[src/rtl/led_strobe_engine_pkg.sv]
// Shared definitions for the LED strobe engine.
//   - pattern mode codes as they appear on the mode input
//   - FSM state encoding
//   - small elaboration-time helpers for sizing counters
package led_pkg;

  localparam logic [1:0] MODE_HALVES = 2'd0;
  localparam logic [1:0] MODE_ALL    = 2'd1;
  localparam logic [1:0] MODE_CHASE  = 2'd2;
  localparam logic [1:0] MODE_OFF    = 2'd3;

  typedef enum logic [1:0] {
    ST_IDLE      = 2'd0,
    ST_FLASH_ON  = 2'd1,
    ST_FLASH_OFF = 2'd2,
    ST_GAP       = 2'd3
  } state_t;

  // Width needed to hold 0..n-1, never narrower than one bit.
  function automatic int cnt_w(input int n);
    return (n > 1) ? $clog2(n) : 1;
  endfunction

  function automatic int max3(input int a, input int b, input int c);
    int m;
    m = (a > b) ? a : b;
    return (m > c) ? m : c;
  endfunction

endpackage

[src/rtl/led_strobe_engine_if.sv]
// Bus between the mode selector / tick source and the strobe engine.
//   master : drives tick, en, mode, led_select; observes led_out, busy, burst_done
//   slave  : the strobe engine itself
interface led_strobe_engine_if #(
  parameter int N_LED = 8
);

  logic             tick;
  logic             en;
  logic [1:0]       mode;
  logic [N_LED-1:0] led_select;
  logic [N_LED-1:0] led_out;
  logic             busy;
  logic             burst_done;

  modport master (
    output tick, en, mode, led_select,
    input  led_out, busy, burst_done
  );

  modport slave (
    input  tick, en, mode, led_select,
    output led_out, busy, burst_done
  );

endinterface

[src/rtl/led_pattern_gen.sv]
// Combinational LED pattern for the current burst.
//   mode    : shadowed pattern mode (HALVES / ALL / CHASE / OFF)
//   phase   : HALVES selector, 0 = upper half lit, 1 = lower half lit
//   idx     : CHASE position (single lit bit)
//   mask    : shadowed per-LED enable mask
//   pattern : N_LED-bit drive value, already masked
module led_pattern_gen
  import led_pkg::*;
#(
  parameter int N_LED = 8
) (
  input  logic [1:0]              mode,
  input  logic                    phase,
  input  logic [cnt_w(N_LED)-1:0] idx,
  input  logic [N_LED-1:0]        mask,
  output logic [N_LED-1:0]        pattern
);

  localparam logic [N_LED-1:0] UPPER = {{(N_LED/2){1'b1}}, {(N_LED/2){1'b0}}};
  localparam logic [N_LED-1:0] ONE   = N_LED'(1);

  logic [N_LED-1:0] raw;

  always_comb begin
    raw = '0;
    case (mode)
      MODE_HALVES: raw = phase ? ~UPPER : UPPER;
      MODE_ALL:    raw = '1;
      MODE_CHASE:  raw = ONE << idx;
      default:     raw = '0;
    endcase
  end

  // A masked-off chase position simply yields a dark pattern.
  assign pattern = raw & mask;

endmodule

[src/rtl/led_strobe_engine.sv]
// Multi-mode LED strobe driver.
// Emits bursts of BURST flashes (ON_TICKS lit, OFF_TICKS dark between
// flashes) followed by GAP_TICKS dark ticks, all paced by the tick input.
// Mode and mask are sampled only when a burst starts; dropping en lets the
// current burst finish and then skips the gap.
//   clk, rst        : clock, asynchronous active-high reset
//   bus.tick        : one-clk pacing pulse; every duration counts ticks
//   bus.en          : run request
//   bus.mode        : pattern select (HALVES, ALL, CHASE, OFF)
//   bus.led_select  : per-LED enable mask
//   bus.led_out     : registered LED drive, lit only during ON phases
//   bus.busy        : high while a burst or gap is running
//   bus.burst_done  : one-clk pulse as the final ON phase of a burst ends
module led_strobe_engine
  import led_pkg::*;
#(
  parameter int N_LED     = 8,
  parameter int ON_TICKS  = 100,
  parameter int OFF_TICKS = 100,
  parameter int BURST     = 3,
  parameter int GAP_TICKS = 300
) (
  input  logic                clk,
  input  logic                rst,
  led_strobe_engine_if.slave  bus
);

  localparam int DUR_W   = cnt_w(max3(ON_TICKS, OFF_TICKS, GAP_TICKS));
  localparam int FLASH_W = cnt_w(BURST);
  localparam int IDX_W   = cnt_w(N_LED);

  localparam logic [DUR_W-1:0]   ON_LAST    = DUR_W'(ON_TICKS - 1);
  localparam logic [DUR_W-1:0]   OFF_LAST   = DUR_W'(OFF_TICKS - 1);
  localparam logic [DUR_W-1:0]   GAP_LAST   = DUR_W'(GAP_TICKS - 1);
  localparam logic [FLASH_W-1:0] FLASH_LAST = FLASH_W'(BURST - 1);
  localparam logic [IDX_W-1:0]   IDX_LAST   = IDX_W'(N_LED - 1);

  state_t             state_q, state_d;
  logic [DUR_W-1:0]   dur_q, dur_d;
  logic [FLASH_W-1:0] flash_q, flash_d;
  logic               phase_q, phase_d;
  logic [IDX_W-1:0]   idx_q, idx_d;
  logic [1:0]         mode_sh_q, mode_sh_d;
  logic [N_LED-1:0]   sel_sh_q, sel_sh_d;
  logic [N_LED-1:0]   pattern;
  logic [N_LED-1:0]   led_q;
  logic               busy_q;
  logic               done_q;
  logic               start_ok;
  logic               latch;
  logic               burst_end;

  assign start_ok = bus.en && (bus.mode != MODE_OFF);

  // Next-state logic; nothing moves without a tick.
  always_comb begin
    state_d   = state_q;
    dur_d     = dur_q;
    flash_d   = flash_q;
    latch     = 1'b0;
    burst_end = 1'b0;
    if (bus.tick) begin
      case (state_q)
        ST_IDLE: begin
          if (start_ok) begin
            latch   = 1'b1;
            state_d = ST_FLASH_ON;
            dur_d   = '0;
            flash_d = '0;
          end
        end
        ST_FLASH_ON: begin
          if (dur_q == ON_LAST) begin
            dur_d = '0;
            if (flash_q < FLASH_LAST) begin
              state_d = ST_FLASH_OFF;
            end else begin
              // Gap is skipped entirely when en has been dropped.
              burst_end = 1'b1;
              state_d   = bus.en ? ST_GAP : ST_IDLE;
            end
          end else begin
            dur_d = dur_q + DUR_W'(1);
          end
        end
        ST_FLASH_OFF: begin
          if (dur_q == OFF_LAST) begin
            dur_d   = '0;
            flash_d = flash_q + FLASH_W'(1);
            state_d = ST_FLASH_ON;
          end else begin
            dur_d = dur_q + DUR_W'(1);
          end
        end
        ST_GAP: begin
          if (dur_q == GAP_LAST) begin
            // Gap end re-applies the burst start rule with fresh settings.
            dur_d   = '0;
            flash_d = '0;
            latch   = 1'b1;
            state_d = start_ok ? ST_FLASH_ON : ST_IDLE;
          end else begin
            dur_d = dur_q + DUR_W'(1);
          end
        end
        default: begin
          state_d = ST_IDLE;
          dur_d   = '0;
          flash_d = '0;
        end
      endcase
    end
  end

  always_comb begin
    phase_d = phase_q;
    idx_d   = idx_q;
    if (burst_end) begin
      phase_d = ~phase_q;
      idx_d   = (idx_q == IDX_LAST) ? '0 : idx_q + IDX_W'(1);
    end
  end

  // The pattern for a starting burst must use the settings latched on this
  // same edge, so the generator sees the next shadow values.
  assign mode_sh_d = latch ? bus.mode : mode_sh_q;
  assign sel_sh_d  = latch ? bus.led_select : sel_sh_q;

  led_pattern_gen #(
    .N_LED (N_LED)
  ) u_pattern_gen (
    .mode    (mode_sh_d),
    .phase   (phase_q),
    .idx     (idx_q),
    .mask    (sel_sh_d),
    .pattern (pattern)
  );

  // Control, pointers and outputs register together.
  always_ff @(posedge clk or posedge rst) begin
    if (rst) begin
      state_q <= ST_IDLE;
      dur_q   <= '0;
      flash_q <= '0;
      phase_q <= 1'b0;
      idx_q   <= '0;
      led_q   <= '0;
      busy_q  <= 1'b0;
      done_q  <= 1'b0;
    end else begin
      state_q <= state_d;
      dur_q   <= dur_d;
      flash_q <= flash_d;
      phase_q <= phase_d;
      idx_q   <= idx_d;
      led_q   <= (state_d == ST_FLASH_ON) ? pattern : '0;
      busy_q  <= (state_d != ST_IDLE);
      done_q  <= burst_end;
    end
  end

  // Shadow settings are data, always written before use on burst start.
  always_ff @(posedge clk) begin
    mode_sh_q <= mode_sh_d;
    sel_sh_q  <= sel_sh_d;
  end

  assign bus.led_out    = led_q;
  assign bus.busy       = busy_q;
  assign bus.burst_done = done_q;

endmodule

[src/flat_wrapper.sv]
// flat-port wrapper written by rule: the top's interface ports become plain ports
module led_strobe_engine_flat import led_pkg::*;
#(
  parameter int N_LED     = 8,
  parameter int ON_TICKS  = 100,
  parameter int OFF_TICKS = 100,
  parameter int BURST     = 3,
  parameter int GAP_TICKS = 300
)
  (clk, rst, bus_tick, bus_en, bus_mode, bus_led_select, bus_led_out, bus_busy, bus_burst_done);
  led_strobe_engine_if #(.N_LED(N_LED)) bus_i ();
  input  logic clk;
  input  logic rst;
  input wire logic [$bits(bus_i.tick)-1:0] bus_tick;
  input wire logic [$bits(bus_i.en)-1:0] bus_en;
  input wire logic [$bits(bus_i.mode)-1:0] bus_mode;
  input wire logic [$bits(bus_i.led_select)-1:0] bus_led_select;
  output wire logic [$bits(bus_i.led_out)-1:0] bus_led_out;
  output wire logic [$bits(bus_i.busy)-1:0] bus_busy;
  output wire logic [$bits(bus_i.burst_done)-1:0] bus_burst_done;
  assign bus_i.tick = bus_tick;
  assign bus_i.en = bus_en;
  assign bus_i.mode = bus_mode;
  assign bus_i.led_select = bus_led_select;
  assign bus_led_out = bus_i.led_out;
  assign bus_busy = bus_i.busy;
  assign bus_burst_done = bus_i.burst_done;
  led_strobe_engine #(.N_LED(N_LED), .ON_TICKS(ON_TICKS), .OFF_TICKS(OFF_TICKS), .BURST(BURST), .GAP_TICKS(GAP_TICKS)) u_core (.clk(clk), .rst(rst), .bus(bus_i));
endmodule
[config.mk]
export PLATFORM = sky130hd
export DESIGN_NAME = led_strobe_engine_flat
export DESIGN_NICKNAME = d
export VERILOG_FILES = /design/src/rtl/led_strobe_engine_pkg.sv /design/src/rtl/led_strobe_engine_if.sv /design/src/rtl/led_pattern_gen.sv /design/src/rtl/led_strobe_engine.sv /design/src/flat_wrapper.sv
export SDC_FILE = /design/constraint.sdc
export NUM_CORES = 1
export LEC_CHECK = 0
export CORE_ASPECT_RATIO = 0.7
export CORE_MARGIN = 2
export CORE_UTILIZATION = 45
export CTS_CLUSTER_DIAMETER = 100
export DETAILED_ROUTE_END_ITERATION = 10
export PLACE_DENSITY_LB_ADDON = 0.05
export REMOVE_ABC_BUFFERS = 1
export SYNTH_ARGS = -nofsm -noshare
export SYNTH_HDL_FRONTEND = slang
export SYNTH_SLANG_ARGS = --single-unit
[constraint.sdc]
create_clock -name clk -period 2.4 [get_ports clk]
set_input_delay 0.36 -clock clk [delete_from_list [all_inputs] [get_ports clk]]
set_output_delay 0.36 -clock clk [all_outputs]
set_load 0.005 [all_outputs]
; Word level (Yosys, flattened, before mapping)
; Cells that the tools add are included.
[op_classes]
eq_ne = 13
shift = 1
mux = 31
reduce_logical = 8
n_addsub = 3
bitwise = 2
magnitude_cmp = 1
[op_table]
columns = cell, n
row1 = two-way mux 9 bit, 3
row2 = one-hot mux 9 bit (3 select lines), 1
row3 = two-way mux 8 bit, 3
row4 = one-hot mux 8 bit (3 select lines), 1
row5 = two-way mux 2 bit, 11
row6 = adder 9 x 1 -> 9 bit (second input constant), 1
row7 = equality test 9 x 7 -> 1 bit (second input constant), 1
row8 = equality test 9 bit (second input constant), 1
row9 = AND 8 bit, 1
row10 = two-way mux 1 bit, 8
row11 = one-hot mux 2 bit (4 select lines), 1
row12 = left shift 1 x 3 -> 8 bit (first input constant), 1
row13 = equality test 2 x 1 -> 1 bit (second input constant), 3
row14 = equality test 2 bit (second input constant), 3
row15 = != test 2 x 1 -> 1 bit (second input constant), 3
row16 = one-hot mux 2 bit (3 select lines), 1
row17 = AND reduction 5 bit, 1
row18 = logical NOT 2 bit, 2
row19 = adder 3 x 1 -> 3 bit (second input constant), 1
row20 = equality test 3 bit (second input constant), 1
row21 = two-way mux 3 bit, 1
row22 = nonzero test 3 bit, 1
row23 = adder 2 x 1 -> 2 bit (second input constant), 1
row24 = less-than comparator 2 bit (second input constant), 1
row25 = 7 further kinds, 7
[word_totals]
elab_cells = 69
inputBits = 14
register_bits = 37

; Longest topological paths before layout
; Gate-level depths: netlist of run 1.
[logic_depth]
ltp_word = 10
mapped_depth = 8

; By module
; From an unflattened synthesis of run 1, not the netlist that was laid out.
[unflattened]
hier_cells = 185
area_unflattened_um2 = 1953.1
[by_module_without_submodules]
columns = mod, cells_per_inst, area_per_inst_um2, instances, seq_area_each_um2
row1 = led_strobe_engine, 157, 1771.7, 1, 875.8
row2 = led_pattern_gen, 28, 181.4, 1, 0.0

; Worst setup path before layout of run 1
; No wires, ideal clock.
[synth_path]
path_type = register -> register
startpoint = register u_core.dur_q[0]
endpoint = register u_core.led_q[0] (netlist: u_core.bus.led_out[0])
synth_period_minus_slack_ps = 2145
slack_ps = 255
path_buffers = 0
required_ps = 2295
setup_time_ps = 105
stages_incl_launch_ff = 7
arrival_ps = 2039
cell_sequence = dfrtp_1 -> ha_1 -> nor4b_4 -> nand3_4 -> a21oi_4 -> mux2_2 -> nor4b_1
[synth_via]
elab_chain_cells = 9
elab_cells_between_ends = 19
[synth_lines]
columns = element, line_no
row1 = from (decl), led_strobe_engine.sv:39  ; logic [DUR_W-1:0] dur_q, dur_d;
row2 = from (signal assigned), led_strobe_engine.sv:152  ; dur_q <= dur_d;
row3 = equality test 9 bit, led_strobe_engine.sv:96  ; if (dur_q == GAP_LAST) begin
row4 = two-way mux 1 bit, led_strobe_engine.sv:96
row5 = one-hot mux 1 bit (2 select lines), led_strobe_engine.sv:63  ; case (state_q)
row6 = two-way mux 1 bit, led_strobe_engine.sv:62  ; if (bus.tick) begin
row7 = two-way mux 2 bit, led_strobe_engine.sv:126  ; assign mode_sh_d = latch ? bus.mode : mode_sh_q;
row8 = "equality test 2 bit, or another cell as far along", led_pattern_gen.sv:26  ; case (mode)
row9 = one-hot mux 8 bit (3 select lines), led_pattern_gen.sv:26
row10 = AND 8 bit, led_pattern_gen.sv:35  ; assign pattern = raw & mask;
row11 = two-way mux 8 bit (*), led_strobe_engine.sv:156  ; led_q <= (state_d == ST_FLASH_ON) ? pattern : '0;
row12 = to (signal assigned), led_strobe_engine.sv:156
row13 = to (decl), led_strobe_engine.sv:46  ; logic [N_LED-1:0] led_q;
; Mark *: on every way between the ends. The rest lies on a longest branch, timed or not.
; A chain may end at the register's enable or synchronous reset.

; Worst setup path in the final report of run 1
[layout_path]
startpoint = register u_core.dur_q[0]
endpoint = register u_core.led_q[7] (netlist: u_core.bus.led_out[7])
; Same word-level chain as after synthesis.

==> impl_summary.md, run 1 <==
Setup path
The critical path arrival is 2.46 ns. The source of the worst register-to-register timing path is u_core.dur_q[0]$_DFFE_PP0P_. Walking the worst path, the cells encountered are ha_1 -> or4b_4 -> nor2_4 -> o2111ai_2 -> o211ai_4 -> and4bb_2. The critical path starts at u_core.dur_q[0]$_DFFE_PP0P_.

The master of the slowest instance on the critical path is sky130_fd_sc_hd__or4b_4. For this run, the slowest stage of the critical path takes 0.54 ns. STA classifies the critical path startpoint as a flop. In this run the worst path has a maximum fanout of 8. The worst register-to-register path has a depth of 6. The required time at the endpoint of the critical path is 2.59 ns. STA classifies the critical path endpoint as a flop. The critical path in this run is classified as flop to flop.

Cells and area
The final layout contains 272 nets. The antenna cell count is 0. The flip-flop and latch area is 878 um2.

The fill cell instance count of the final layout is 401. After the flow finishes, the layout carries non-filler instances totaling 316. The area of combinational cells with multiple inputs is 0.00124 mm2. Cells fill 57.6% of the core in the end.

The post-route netlist has 25.5% of its cells at a drive strength greater than 1. The synthesis-to-finish area growth is 24.6%.

Yosys
Synthesis instantiated 65 different standard cells from the library. The share of the yosys chip area belonging to registers is 39.8%. The combined area of all synthesized cells is 0.00220 mm2. The share of flip-flops with an asynchronous set or reset after synthesis is 73.0%.

The area fraction of the dominant cell type after synthesis is 30.7%. The total of flip-flops plus latches after synthesis is 37. The number of warnings printed during yosys synthesis is 0.

The number of enable-type register cells in the synthesized netlist is 0. The dominant register cell in the synthesized netlist is sky130_fd_sc_hd__dfrtp_1. The cell type contributing the most total cell area after synthesis is sky130_fd_sc_hd__dfrtp_1. Dividing the synthesized area by the synthesized cell count gives 10.7 um2. The synthesized netlist cell count is 205. Yosys attributes the largest share of cell area to sky130_fd_sc_hd__dfrtp_1, sky130_fd_sc_hd__dfxtp_1, sky130_fd_sc_hd__ha_1, sky130_fd_sc_hd__mux2_2, sky130_fd_sc_hd__o21ai_0.

Timing
Between clock sinks in the finished design, the worst skew comes to 0.00483 ns. The slew at the pin with the worst max-slew slack is 0.471 ns. The worst relative slew slack is 68.4%.

Based on the critical path, the design can be clocked at up to 440 MHz. The setup TNS is 0 ns. The minimum period implied by the final worst setup slack is 2.27 ns. The final period utilization is 94.7%.

The total count of max-transition violations in the final report is 0. The count of endpoints failing hold in the final timing report was 0. Setup violations remaining at the end of the flow were counted as 0.

Drt
In the final routed layout, each cell accounts on average for 16.1 um. The iteration-0 DRC count of the detailed router is 112. The total routed wirelength is 5090 um.

The count of nets left with antenna violations once routing finished came out at 0. In the routed design, unresolved DRC markers number 0. The routed design uses 245 um of met3 wire. The number of vias in the routed layout is 1,802. For this block, wires on met1 add up to 2550 um. The highest metal layer carrying signal wires in the routed design is met4. The mean number of vias per cell is 5.70. The number of detailed-routing iterations run before antenna repair is 4.

The sum of met2 wire segment lengths after detailed routing is 2180 um.

Global route
Entering global routing, the biggest net connects 28 pins. The via count of the first global-routing pass is 1,810. The initial antenna violation count was 0. After global routing the overflow that remains totals 0. The first global-routing pass estimated 8640 um of wire.

The total global-route track usage is 20.2%.

Die
The area of the placeable core is 0.00476 mm2. The vertical die dimension is 62.5 um. The die outline area is 0.00547 mm2. The starting utilization of the core area is 46.3%. For this design the top-level I/O count stands at 24. The floorplan die width is 87.6 um.

The number of placement rows is 21.

Placement
During placement, the flow inserted port buffers numbering 23. Once placement completed, the tool counted placed cells totaling 307. The estimated wirelength of the detail-placed design is 3760 um. The weighted congestion reported at the end of routability-driven placement is 0.866.

Clock network
The master cell of the clock root buffer is sky130_fd_sc_hd__clkbuf_8. The number of CTS-inserted buffers is 5. No sink is reached through more buffers than the 2 on the longest clock path. The post-cts hold buffer count is 0. Clock-pin slew was measured on the worst setup and hold paths at 0.07 ns. The clock tree from TritonCTS is built.

The depth of the CTS H-tree is 2. The clock sink count is 37. The clock latency on the worst-skew pair is 0.30 ns.

Power and ir drop
Of the total power, the clock network draws 21.2%. Per report_power, the sequential group accounts for 34.0% of the total. Summed over all nets, the switching power comes to 1.01 mW.

The share of total power in combinational logic is 44.8%. The internal power of the cells totals 1.66 mW. For this design the ratio of total power to cell area is 976 mW/mm2. The leakage dissipation is 1.13 nW.

The proportion of total power due to net switching is 37.9%. The worst-case IR drop observed on VDD is 0.471 mV.

Flow run
The tool flagged a number of max-cap violations equal to 0.

Run status
The flow ran to the end, and the final reports show no timing, DRC or antenna violations.

Worst hold path
The class of the worst hold path is input pin to async pin.
## synth_stat cells, drive strengths merged, types with 2 or more instances
cell	count
and3	3
nand3	4
nor3	2
o22ai	2
ha	12
nand2	16
mux2	11
o221a	2
or3	2
a22o	2
nand3b	5
clkbuf	3
nor3b	2
or4	2
buf	4
a31oi	2
nor2	3
a211oi	4
nand4	5
o21ai	17
inv	15
a41oi	7
dfxtp	10
nand2b	3
o41ai	2
a21oi	7
a221oi	2
nor4b	8
dfrtp	27
## kinds of logic after synthesis
logic type / after synthesis / synth area share [%]
adder cells (fa/ha/maj): 12 / 6.82
multiplexers: 11 / 5.80
AND/OR/NAND/NOR: 65 / 20.8
AO/OA/AOI/OAI: 57 / 21.3
flip-flops: 37 / 39.8
XOR/XNOR: 1 / 0.398
buffers and inverters: 22 / 5.17
## power groups by stage
stage	Combinational, mW	Clock [mW]	Sequential, mW
6_report	1.20	0.567	0.910
5_1_grt	1.32	0.604	0.933
4_1_cts	1.15	0.581	0.906
3_5_place_dp	1.14	0	0.916
3_3_place_gp	1.11	0	0.905
2_1_floorplan	0.768	0	0.904
## metrics by stage
stage / hold slack, ns / area [um2] / power, mW / worst slack (ns)
3_5_place_dp: 0.461 / 2590 / 2.05 / 0.0158
2_1_floorplan: 0.413 / 2140 / 1.67 / 0.255
5_1_grt: 0.486 / 2740 / 2.86 / -0.0168
6_report: 0.416 / 2740 / 2.68 / 0.128
3_3_place_gp: 0.454 / 2590 / 2.01 / 0.104
4_1_cts: 0.427 / 2700 / 2.63 / 0.0644
## state kept, by name (all words and copies together) (netlist names)
name / cells
u_core.flash_q: 2
u_core.bus.led_out: 8
u_core.bus.busy: 1
u_core.sel_sh_q: 8
u_core.state_q: 2
u_core.dur_q: 9
u_core.phase_q: 1
u_core.bus.burst_done: 1
u_core.mode_sh_q: 2
u_core.idx_q: 3
## area by class of cell
cell class / instances / area share (%)
Clock buffer: 7 / 3.15
Clock inverter: 1 / 1.10
Inverter: 15 / 2.05
Multi-Input combinational cell: 146 / 45.2
Sequential cell: 37 / 32.0
Tap cell: 69 / 3.15
Timing Repair Buffer: 41 / 13.3
## what timing repair did
item | in CTS | in global routing
setup buffers | 0 | 1
endpoints found under the setup margin | 0 | 9
resized for setup | 0 | 7
## critical path, delay by kind of cell, from the launching register on
family | cells | cell delay (ns)
simple gates | 3 | 1.00
compound gates | 2 | 0.56
flops | 1 | 0.38
fa+ha+maj | 1 | 0.21
## cells in the final DEF, fill, tap and decap left out, types with 4 or more instances in the layout
cell type / n
sky130_fd_sc_hd__buf_4: 18
sky130_fd_sc_hd__nand4_1: 5
sky130_fd_sc_hd__dfxtp_1: 10
sky130_fd_sc_hd__a211oi_1: 4
sky130_fd_sc_hd__clkdlybuf4s50_1: 23
sky130_fd_sc_hd__mux2_2: 10
sky130_fd_sc_hd__clkbuf_8: 6
sky130_fd_sc_hd__ha_1: 11
sky130_fd_sc_hd__nand2_1: 16
sky130_fd_sc_hd__dfrtp_1: 25
sky130_fd_sc_hd__nor4b_1: 6
sky130_fd_sc_hd__nand3b_1: 5
sky130_fd_sc_hd__a21oi_1: 5
sky130_fd_sc_hd__inv_1: 15
sky130_fd_sc_hd__o21ai_0: 14
sky130_fd_sc_hd__a41oi_1: 6
## final timing paths
check	end	slack, ns
max in group asynchronous	u_core.state_q[0]$_DFF_PP0_	1.70
min in group clk	u_core.sel_sh_q[5]$_DFF_P_	0.48
setup reg to reg	u_core.bus.led_out[7]$_DFF_PP0_	0.13
hold reg to reg	u_core.sel_sh_q[5]$_DFF_P_	0.48
hold / removal	u_core.bus.burst_done$_DFF_PP0_	0.42
setup / recovery	u_core.bus.led_out[7]$_DFF_PP0_	0.13
## metal layers
layer  vias up  global-route usage, %
met5         -                      0
li1        868                      -
met3        10                   4.49
met1       871                   28.9
met2        53                   29.0
met4         0                   9.23
(Power assumes the default switching activity.)
==> run 2, diff against run 1 <==
SLEW_MARGIN = 5   (was unset)
==> results of run 2 <==
Final layout, timing and power as in run 1 (identical DEF).
